## src/rtl/move_cmd_encoder.sv

```systemverilog
// move_cmd_encoder
//   Front end between the five raw board buttons and the game core. Each raw
//   button is passed through a 2-FF synchroniser, the synced vector is
//   debounced with one shared counter, and a fresh debounced press is encoded
//   into a 3-bit move command delivered over a valid/ready handshake. Holding
//   a button yields one command; all buttons must be released before re-arm.
// Ports
//   clk        system clock, posedge
//   rst        asynchronous active-low reset
//   btnu/btnd/btnl/btnr/btns  raw buttons, asynchronous to clk
//   cmd_valid  command pending
//   cmd_dir    0=up 1=down 2=left 3=right 4=select; 4 when idle
//   cmd_ready  core accepts on cmd_valid && cmd_ready
//   drop_cnt   saturating count of presses discarded while a command pended
module move_cmd_encoder #(
  parameter int unsigned DEBOUNCE_CYCLES = 16,
  parameter int unsigned CNT_W           = 5
) (
  input  logic       clk,
  input  logic       rst,
  input  logic       btnu,
  input  logic       btnd,
  input  logic       btnl,
  input  logic       btnr,
  input  logic       btns,
  output logic       cmd_valid,
  output logic [2:0] cmd_dir,
  input  logic       cmd_ready,
  output logic [7:0] drop_cnt
);

  typedef enum logic [1:0] {
    IDLE,
    PEND,
    WAIT_REL
  } state_t;

  localparam logic [CNT_W-1:0] CNT_LAST = CNT_W'(DEBOUNCE_CYCLES - 1);
  localparam logic [2:0]       DIR_IDLE = 3'd4;

  state_t          state;
  logic [4:0]      raw;
  logic [4:0]      s1;
  logic [4:0]      s;
  logic [4:0]      s_prev;
  logic [4:0]      db;
  logic [4:0]      db_prev;
  logic [4:0]      rise;
  logic [CNT_W-1:0] cnt;
  logic [2:0]      enc_dir;

  // Bit order {btns,btnu,btnd,btnl,btnr}.
  assign raw  = {btns, btnu, btnd, btnl, btnr};
  assign rise = db & ~db_prev;

  always_ff @(posedge clk or negedge rst) begin
    if (!rst) begin
      s1     <= '0;
      s      <= '0;
      s_prev <= '0;
    end else begin
      s1     <= raw;
      s      <= s1;
      s_prev <= s;
    end
  end

  // Any change of the synced vector restarts the stability window, so db only
  // follows a vector that has held still for DEBOUNCE_CYCLES cycles.
  always_ff @(posedge clk or negedge rst) begin
    if (!rst) begin
      db      <= '0;
      db_prev <= '0;
      cnt     <= '0;
    end else begin
      db_prev <= db;
      if (s == db || s != s_prev) begin
        cnt <= '0;
      end else if (cnt == CNT_LAST) begin
        db  <= s;
        cnt <= '0;
      end else begin
        cnt <= cnt + 1'b1;
      end
    end
  end

  // Priority: select > up > down > left > right.
  always_comb begin
    enc_dir = DIR_IDLE;
    if (rise[4])      enc_dir = 3'd4;
    else if (rise[3]) enc_dir = 3'd0;
    else if (rise[2]) enc_dir = 3'd1;
    else if (rise[1]) enc_dir = 3'd2;
    else if (rise[0]) enc_dir = 3'd3;
  end

  always_ff @(posedge clk or negedge rst) begin
    if (!rst) begin
      state     <= IDLE;
      cmd_valid <= 1'b0;
      cmd_dir   <= DIR_IDLE;
      drop_cnt  <= '0;
    end else begin
      unique case (state)
        IDLE: begin
          if (|rise) begin
            cmd_dir   <= enc_dir;
            cmd_valid <= 1'b1;
            state     <= PEND;
          end
        end
        PEND: begin
          // A rise coinciding with an accept is still counted as dropped.
          if (|rise && drop_cnt != 8'hff) begin
            drop_cnt <= drop_cnt + 8'd1;
          end
          if (cmd_ready) begin
            cmd_valid <= 1'b0;
            cmd_dir   <= DIR_IDLE;
            state     <= WAIT_REL;
          end
        end
        WAIT_REL: begin
          if (db == '0) begin
            state <= IDLE;
          end
        end
        default: state <= IDLE;
      endcase
    end
  end

endmodule

```

## config.mk

```make
export PLATFORM = sky130hd
export DESIGN_NAME = move_cmd_encoder
export DESIGN_NICKNAME = d
export VERILOG_FILES = /design/src/rtl/move_cmd_encoder.sv
export SDC_FILE = /design/constraint.sdc
export NUM_CORES = 1
export LEC_CHECK = 0
export CORE_MARGIN = 2
export CORE_UTILIZATION = 50
export DETAILED_ROUTE_END_ITERATION = 8
export PLACE_DENSITY_LB_ADDON = 0.05
export SETUP_SLACK_MARGIN = 0.3
export SYNTH_ARGS = -nofsm -noshare
export SYNTH_HDL_FRONTEND = slang
export SYNTH_SLANG_ARGS = --single-unit
```

## constraint.sdc

```tcl
create_clock -name clk -period 3 [get_ports clk]
set_input_delay 0.6 -clock clk [delete_from_list [all_inputs] [get_ports clk]]
set_output_delay 0.6 -clock clk [all_outputs]
set_load 0.05 [all_outputs]
```

==> summary.txt, run 1 <==
Run status
  – Outcome: completed

Worst hold path
  – Worst min-delay path category: reg -> reg
  – Hold path cells: 0

Detailed routing
  – DRT Pass-1 Iters: 4
  – Routed Wire Length: 2520 um
  – Wirelength per Cell: 12.5 um
  – Initial DRC Count: 48
  – Vias per inst: 5.02
  – Post-DRT Antenna Nets: 0
  – Vias after detailed routing: 1,009
  – # DRC: 0

Worst setup path
  – Crit Path Category: reg -> out
  – Req. time, crit path: 2400 ps
  – Buffer and inverter count on the worst path: 1
  – CP Capture Type: output pin
  – CP top delay family: buffers and inverters
  – Instance count on the critical path: 1
  – Worst setup SP type: register
  – Critical Path Max Stage Delay: 790 ps
  – Critical Path AT: 1680 ps
  – R2R depth: 5
  – Worst-path cell chain: clkdlybuf4s50_1
  – Max FO, Critical Path: 3
  – Crit path max-delay cell type: clkdlybuf4s50_1

Timing
  – Fin. max-slew vios: 0
  – RSZ-0062 raised after global routing: false
  – Setup TNS: 0 ps
  – Hold Fails Final Rpt: 0
  – Final min period: 2280 ps
  – Peak Freq: 0.438 GHz
  – Tcrit/Tclk final: 76.0%
  – Final setup skew: 2.06 ps
  – Slew margin rel.: 38.7%
  – Final setup fails: 0
  – Actual slew at the worst max-slew pin: 919 ps

Clock network
  – Clock Tree Buf Depth: 2
  – Resize count post-CTS: 0
  – TritonCTS clock tree: done
  – Clock root cell: clkbuf_4
  – Postcts setup bufs: 0
  – Worst-skew pair later-pin latency: 330 ps
  – CTS H-tree depth: 2
  – Hold Buf Count CTS: 0
  – Clock sink count: 44
  – TritonCTS buffer count: 5
  – Clk slew on worst S/H paths: 110 ps

Placed design
  – Post-DP Area: 1980 um2
  – DP Wirelength: 1720 um
  – GPL Wtd Cong: 0.712
  – Number of port buffers: 19

GRT
  – Pin count of the biggest net entering global routing: 45
  – Initial antenna violation count: 0
  – GRT Total Usage: 14.8%
  – Vias in the first global route: 1,004
  – First-pass GRT wire length: 4470 um
  – Grt ovf: 0

Cells and area
  – Fin util: 60.7%
  – Most frequent cells in the layout: 43 x dfrtp_1, 18 x clkdlybuf4s50_1, 11 x xnor2_1
  – Share of cells above drive strength 1: 15.5%
  – Fin area: 2030 um2
  – Most common cell after layout, fill and taps aside: dfrtp_1
  – Diode count: 0
  – Syn-to-layout area delta: 16.6%
  – Final nets: 165

Die
  – Starting density of the core: 52.0%
  – Die Height: 62.9 um
  – Core area: 3340 um2
  – Top Ports: 20
  – Die area: 3960 um2
  – DIE WIDTH: 62.9 um
  – Row count: 21

Synthesis
  – Post-Syn Instances: 129
  – Syn nets: 139
  – Register area share after synthesis: 63.5%
  – Syn Area/Cell: 13.5 um2
  – Async set or reset register ratio after synthesis: 100%
  – Mapped cell area: 1740 um2
  – EDFF count, synth: 0
  – Synth cell types: 31
  – Seq cells post-synth: 44
  – Ys flop type: dfrtp_1
  – Yosys warning count: 0

Power and ir drop
  – Leak: 0.930 nW
  – Sequential cell fraction of total power: 68.2%
  – Clock power share: 28.2%
  – NetSw: 0.191 mW
  – Worst IR drop on VDD: 0.000340 V
  – Int Pwr: 0.705 mW
  – Power share of the combinational group: 3.6%
  – Power density cells: 442 nW/um2
  – Power, Total: 0.896 mW
  – Switching Share: 21.3%

Run
  – # Max-Cap Violations: 0
[area by class of cell]
class | instances | area, um2
clock buffer | 6 | 41.3
clock inverter | 1 | 5.00
fill | 297 | 1310
inverter | 3 | 11.3
multi-input combinational | 82 | 623
sequential | 44 | 1100
tap | 46 | 57.6
timing repair buffer | 19 | 185
[sequential cells by signal (all words and copies together) (netlist names)]
signal     flops
db_prev        5
cnt            5
drop_cnt       8
db             5
s              5
cmd_valid      1
cmd_dir        3
state          2
s1             5
s_prev         5
[power groups by stage]
stage	registers, mW	logic (mW)	clock network, mW
floorplan	0.621	0.0121	0
global placement	0.622	0.0329	0
detailed placement	0.623	0.0335	0
CTS	0.611	0.0338	0.265
global route	0.613	0.0374	0.299
finish	0.611	0.0323	0.253
[metrics by stage]
step | instances | worst slack [ps] | hold slack [ps]
6_report | 201 | 719 | 362
5_1_grt | 201 | 653 | 377
4_1_cts | 201 | 697 | 365
3_5_place_dp | 194 | 1040 | 339
3_3_place_gp | 194 | 1060 | 332
2_1_floorplan | 129 | 1140 | 304
[layer usage]
layer  track usage [%]  vias up  wire, um
met3              3.96        4       101
met4              6.67        0        31
met2              23.7       20      1240
met5                 0        -         0
met1              18.7      487      1150
li1                  -      498         -
[synthesized netlist by cell type, drive strengths merged, types with 2 or more instances]
library cell	n	area share, %
dfrtp	43	62
xnor2	11	5.5
mux2	8	5.2
xor2	8	4.0
nor2	7	1.5
nand2	6	1.3
nand3	5	1.4
a21oi	4	1.4
o21ai	4	1.2
and3	3	1.2
inv	3	0.65
nand2b	3	1.1
nand4	3	1.1
nor2b	3	1.1
a211oi	2	1.2
and2	2	0.86
ha	2	1.4
nor3	2	0.58
[cell families (layout without fill, tap and decap cells)]
| family | after synthesis | in the layout | synth area share, % |
|---|---|---|---|
| simple gates | 37 | 37 | 12.2 |
| flops | 44 | 44 | 63.5 |
| buf+inv | 3 | 29 | 0.648 |
| mux | 8 | 8 | 5.19 |
| fa+ha+maj | 2 | 2 | 1.44 |
| compound gates | 16 | 16 | 7.49 |
| xor+xnor | 19 | 19 | 9.58 |
[final timing paths]
path | start | end | slack (ps)
min in group asynchronous | rst | drop_cnt[5] | 390
setup reg to reg | db[3] | db[2] | 1070
setup / recovery | cmd_dir[2] | cmd_dir[2] | 720
max in group asynchronous | rst | db_prev[2] | 2040
hold / removal | s1[1] | s[1] | 360
hold reg to reg | s1[1] | s[1] | 360
No activity file was read; power rests on OpenSTA's default activity.
==> run 2: changes to the inputs <==
clock period = 2.3 ns   (was 3 ns; I/O delays follow)
==> summary.txt, run 2 (synthesis results as in run 1) <==
Run status
  – Outcome: completed

GRT
  – Grt ovf: 0 (unchanged)
  – GRT Total Usage: 15.4% (+0.62 points)
  – Vias in the first global route: 1,109 (+10%)
  – Pin count of the biggest net entering global routing: 30 (-33%)
  – First-pass GRT wire length: 4690 um (+4.9%)
  – Initial antenna violation count: 0 (unchanged)

Die
  – Row count: 21 (unchanged)
  – Starting density of the core: 52.0% (unchanged)
  – Core area: 3340 um2 (unchanged)
  – DIE WIDTH: 62.9 um (unchanged)
  – Top Ports: 20 (unchanged)
  – Die Height: 62.9 um (unchanged)
  – Die area: 3960 um2 (unchanged)

Timing
  – Hold WS: 117 ps (-245 ps)
  – Hold Fails Final Rpt: 0 (unchanged)
  – Final setup skew: 13.6 ps (+11.5 ps)
  – Fin worst setup slack: 424 ps (-295 ps)
  – Fin. max-slew vios: 0 (unchanged)
  – Slew margin rel.: 58.9% (+20 points)
  – Actual slew at the worst max-slew pin: 617 ps (-302 ps)
  – Setup TNS: 0 ps (unchanged)
  – Peak Freq: 0.533 GHz
  – Final min period: 1880 ps
  – Final setup fails: 0 (unchanged)
  – RSZ-0062 raised after global routing: false
  – Tcrit/Tclk final: 81.6%

Power and ir drop
  – Worst IR drop on VDD: 0.000444 V (+31%)
  – Power share of the combinational group: 3.8% (+0.2 points)
  – Int Pwr: 0.928 mW (+32%)
  – Power density cells: 577 nW/um2 (+30%)
  – Sequential cell fraction of total power: 67.6% (-0.6 points)
  – Leak: 1.02 nW (+9.5%)
  – NetSw: 0.251 mW (+31%)
  – Clock power share: 28.6% (+0.4 points)
  – Power, Total: 1.18 mW (+32%)
  – Switching Share: 21.3% (-0.033 points)

Clock network
  – Clock sink count: 44 (unchanged)
  – CTS H-tree depth: 2 (unchanged)
  – Worst-skew pair later-pin latency: 340 ps (about the same)
  – Clk slew on worst S/H paths: 120 ps (about the same)
  – Clock root cell: clkbuf_4
  – TritonCTS clock tree: done
  – Clock Tree Buf Depth: 2 (unchanged)
  – TritonCTS buffer count: 5 (unchanged)
  – Postcts setup bufs: 0 (unchanged)

Placed design
  – Place WS: 458 ps (-584 ps)
  – GPL Wtd Cong: 0.746 (+4.9%)
  – Number of port buffers: 19 (unchanged)
  – DP Wirelength: 1840 um (+6.7%)
  – Post-DP Area: 2000 um2 (+1.1%)

Run
  – # Max-Cap Violations: 0 (unchanged)

Detailed routing
  – Routed Wire Length: 2520 um (-0.12%)
  – Wirelength per Cell: 12.3 um (-2.1%)
  – Vias per inst: 5.16 (+2.8%)
  – Vias after detailed routing: 1,058 (+4.9%)
  – # DRC: 0 (unchanged)
  – DRT Pass-1 Iters: 4 (unchanged)
  – Post-DRT Antenna Nets: 0 (unchanged)
  – Initial DRC Count: 48 (unchanged)

Worst setup path
  – CP Capture Type: output pin
  – Worst setup SP type: register
  – Max FO, Critical Path: 3 (unchanged)
  – CP top delay family: flip-flops
  – Critical Path AT: 1420 ps (-260 ps)
  – Critical Path Max Stage Delay: 550 ps (-240 ps)
  – Crit Path Category: reg -> out
  – Buffer and inverter count on the worst path: 1 (unchanged)
  – Worst-path cell chain: dlygate4sd2_1
  – Req. time, crit path: 1840 ps (-560 ps)
  – Crit path max-delay cell type: dfstp_2

Cells and area
  – Fin area: 2040 um2 (+0.93%)
  – Share of cells above drive strength 1: 17.0% (+1.5 points)
  – Most frequent cells in the layout: 43 x dfrtp_1, 11 x xnor2_1, 10 x dlygate4sd2_1
  – Top reg by flops: drop_cnt
  – Fillers: 285 (-4.0%)
  – Max reg flops: 8 (unchanged)
  – Most common cell after layout, fill and taps aside: dfrtp_1
  – Diode count: 0 (unchanged)
  – Final nets: 168 (+1.8%)
  – Syn-to-layout area delta: 17.7%

Worst hold path
  – Worst min-delay path category: in -> async
-- run 2: worst paths after layout --
kind	start	endpoint	slack (ps)	cells past startpoint
min in group clk	s1[1]	s[1]	360	0
worst min-delay path	rst	db[0]	120	1
max in group asynchronous	rst	cmd_dir[2]	1550	2
worst max-delay path	cmd_dir[2]	cmd_dir[2]	420	1
worst max register to register	s[0]	db[4]	450	5
worst min register to register	s1[1]	s[1]	360	0
-- run 2: metal layers --
metal | up-vias | part of all wire (%) | GRT usage, %
met5 | - | 0 | 0
li1 | 502 | - | -
met2 | 24 | 50 | 25.0
met1 | 525 | 44 | 19.1
met3 | 7 | 4.2 | 3.96
met4 | 0 | 1.8 | 7.50
-- run 2: timing repair --
action	in CTS	in global routing
resized for setup	10	2
setup endpoints to repair	10	2
hold buffers	0	0
-- run 2: through the flow --
step                utilization, %  cells
finish                        61.3    205
global route                  61.3    205
CTS                           61.1    205
detailed placement            60.0    197
global placement              60.0    197
floorplan                        -    129
-- run 2: area by class of cell --
cell class              count  area (um2)  area share [%]
repair buffers             22         200            9.79
multi-input cells          82         623            30.5
inverters                   3        11.3           0.551
clock inverters             1        5.00           0.245
flip-flops and latches     44        1100            53.9
well taps                  46        57.6            2.82
clock buffers               7        45.0            2.20
-- run 2: power by group through the flow --
stage | sequential (mW) | clock (mW) | combinational [mW]
floorplan | 0.810 | 0 | 0.0158
CTS | 0.797 | 0.358 | 0.0472
finish | 0.797 | 0.337 | 0.0453
detailed placement | 0.812 | 0 | 0.0469
global route | 0.800 | 0.396 | 0.0523
global placement | 0.811 | 0 | 0.0465
==> run 3: changes to the inputs <==
CORE_UTILIZATION = 49   (was 50)
clock period = 1.67 ns   (was 2.3 ns; I/O delays follow)
==> summary.txt, run 3 (synthesis results as in run 1) <==
Worst setup path
  – Worst setup SP type: register
  – R2R setup slack: -90 ps (-540 ps)
  – Critical Path AT: 2010 ps (+590 ps)
  – Crit path max-delay cell type: dfrtp_1
  – R2R depth: 6 (+1)
  – Worst-path cell chain: xnor2_1, nand3_1, a211oi_2, nor3b_4, buf_6, mux2_4
  – Crit Path Category: reg -> reg
  – CP Capture Type: register
  – Req. time, crit path: 1920 ps (+80 ps)
  – Max FO, Critical Path: 4 (+1)
  – FF-to-FF Start: s[1]
  – Critical Path Max Stage Delay: 450 ps (-100 ps)
  – Worst R2R End: db[2]

Clock network
  – CTS H-tree depth: 2 (unchanged)
  – Clk slew on worst S/H paths: 120 ps (about the same)
  – TritonCTS buffer count: 5 (unchanged)
  – Worst-skew pair later-pin latency: 360 ps (+20 ps)
  – TritonCTS clock tree: done
  – Clock sink count: 44 (unchanged)
  – Clock Tree Buf Depth: 2 (unchanged)
  – Clock root cell: clkbuf_4

Worst hold path
  – Hold Crit Endpoint: s[1]
  – Hold path cells: 0
  – Worst min-delay path category: reg -> reg
  – Worst Hold Launch: s1[1]

Placed design
  – DP Wirelength: 2010 um (+9.2%)
  – Number of port buffers: 19 (unchanged)
  – GPL Wtd Cong: 0.751 (+0.56%)
  – Post-DP Area: 2150 um2 (+7.5%)
  – DP Cell Count: 211 (+7.1%)

Timing
  – Slew margin rel.: 76.8% (+18 points)
  – Fin worst setup slack: -93.1 ps (-517 ps)
  – Tcrit/Tclk final: 106%
  – Setup TNS: -535 ps (-535 ps)
  – Final setup fails: 10 (+10)
  – Final min period: 1760 ps
  – Hold Fails Final Rpt: 0 (unchanged)
  – Actual slew at the worst max-slew pin: 347 ps (-270 ps)
  – Hold WS: 367 ps (+251 ps)
  – RSZ-0062 raised after global routing: true
  – Fin. max-slew vios: 0 (unchanged)
  – Final setup skew: 11.7 ps (-1.89 ps)
  – Peak Freq: 0.567 GHz

Power and ir drop
  – Power density cells: 658 nW/um2 (+14%)
  – Switching Share: 22.6% (+1.3 points)
  – Power, Total: 1.71 mW (+45%)
  – Power share of the combinational group: 4.3% (+0.5 points)
  – Int Pwr: 1.33 mW (+43%)
  – Clock power share: 31.6% (+3.0 points)
  – NetSw: 0.388 mW (+54%)
  – Sequential cell fraction of total power: 64.1% (-3.5 points)
  – Leak: 1.22 nW (+19%)
  – Worst IR drop on VDD: 0.000606 V (+36%)

GRT
  – Global-route layer with the greatest usage: met2
  – GRT Total Usage: 19.7% (+4.3 points)
  – Grt ovf: 0 (unchanged)
  – Initial antenna violation count: 0 (unchanged)
  – First-pass GRT wire length: 6130 um (+31%)
  – Met1 Resource Use GR: 26.6% (+7.5 points)
  – Pin count of the biggest net entering global routing: 20 (-33%)
  – Met2 GRT Util: 30.4% (+5.4 points)
  – M3 GR Usage: 5.36% (+1.4 points)
  – Vias in the first global route: 1,273 (+15%)

Detailed routing
  – Wirelength per Cell: 14.8 um (+20%)
  – Vias after detailed routing: 1,219 (+15%)
  – Post-DRT Antenna Nets: 0 (unchanged)
  – DRT Pass-1 Iters: 4 (unchanged)
  – Initial DRC Count: 57 (+19%)
  – Routed Wire Length: 3600 um (+43%)
  – # DRC: 0 (unchanged)
  – Vias per inst: 5.02 (-2.8%)

Cells and area
  – FF+latch area: 1110 um2 (+0.79%)
  – Fillers: 214 (-25%)
  – Share of cells above drive strength 1: 50.8% (+34 points)
  – Final nets: 206 (+23%)
  – Syn-to-layout area delta: 50.0%
  – Fin area: 2610 um2 (+27%)
  – Top reg by flops: drop_cnt
  – Most common cell after layout, fill and taps aside: dfrtp_1
  – Diode count: 0 (unchanged)
  – Multi-input logic area: 758 um2 (+22%)
  – Fin cells: 243 (+19%)
  – Most frequent cells in the layout: 36 x dfrtp_1, 28 x buf_4, 16 x buf_6
  – Max reg flops: 8 (unchanged)

Run
  – # Max-Cap Violations: 0 (unchanged)

Die
  – Starting density of the core: 51.6% (-0.41 points)
  – Die Height: 63.5 um (+0.95%)
  – DIE WIDTH: 63.5 um (+0.95%)
  – Core area: 3360 um2 (+0.79%)
  – Top Ports: 20 (unchanged)
  – Row count: 21 (unchanged)
  – Die area: 4040 um2 (+1.9%)

Run status
  – Outcome: complete, but fails checks
  – Failing checks: negative setup slack
## run 3: cell types whose count changed in the layout (fill, tap and decap cells not counted), moves of 8 or more
cell	previous run	this run
buf_4	3	28
buf_6	0	16
dlygate4sd2_1	10	0
mux2_2	8	0
mux2_4	0	8
## run 3: repair_timing
item | CTS | global route
endpoints found under the hold margin | 13 | 0
buffers inserted | 15 | 8
pin swaps | 18 | 16
resized for setup | 38 | 16
endpoints found under the setup margin | 30 | 32
hold buffers | 1 | 0
## run 3: worst max path at each step
stage	startpoint	end	slack [ps]	cells after the start
finish	s[1]	db[2]	-90	6
CTS	s[2]	db[2]	-90	6
detailed placement	s[2]	db[4]	-90	5
global placement	s[1]	db[0]	-40	5
global route	s[1]	db[3]	-190	6
floorplan	s[0]	db[0]	-6	5
## run 3: layer usage
metal	up-vias	part of all wire, %
met5	-	0
met4	0	1.6
met3	7	3.6
met2	21	52
met1	608	43
li1	583	-
## run 3: area by class of cell
| cell class | count | share of cell area, % |
|---|---|---|
| clock inverters | 2 | 0.576 |
| inverters | 3 | 0.432 |
| repair buffers | 60 | 23.1 |
| multi-input cells | 82 | 29.1 |
| flip-flops and latches | 44 | 42.7 |
| well taps | 46 | 2.21 |
| clock buffers | 6 | 1.97 |
## run 3: power by group through the flow
| stage | logic [mW] | registers [mW] | clock network, mW |
|---|---|---|---|
| after floorplan | 0.0218 | 1.12 | 0 |
| after global placement | 0.0662 | 1.12 | 0 |
| after detailed placement | 0.0675 | 1.12 | 0 |
| after CTS | 0.0699 | 1.10 | 0.566 |
| after global routing | 0.0828 | 1.10 | 0.617 |
| final | 0.0737 | 1.10 | 0.542 |
## run 3: critical path: cells and delay by family, from the launching register on
kind / cells / cell delay (ps)
xor+xnor: 1 / 170
buf+inv: 1 / 150
simple gates: 2 / 360
compound gates: 1 / 240
flops: 1 / 450
mux: 1 / 290
## run 3: metrics by stage
step	setup slack [ps]	util, %
2_1_floorplan	-5.88	-
3_3_place_gp	-40.6	64.0
3_5_place_dp	-94.9	64.0
4_1_cts	-92.0	73.7
5_1_grt	-186	77.5
6_report	-93.1	77.5
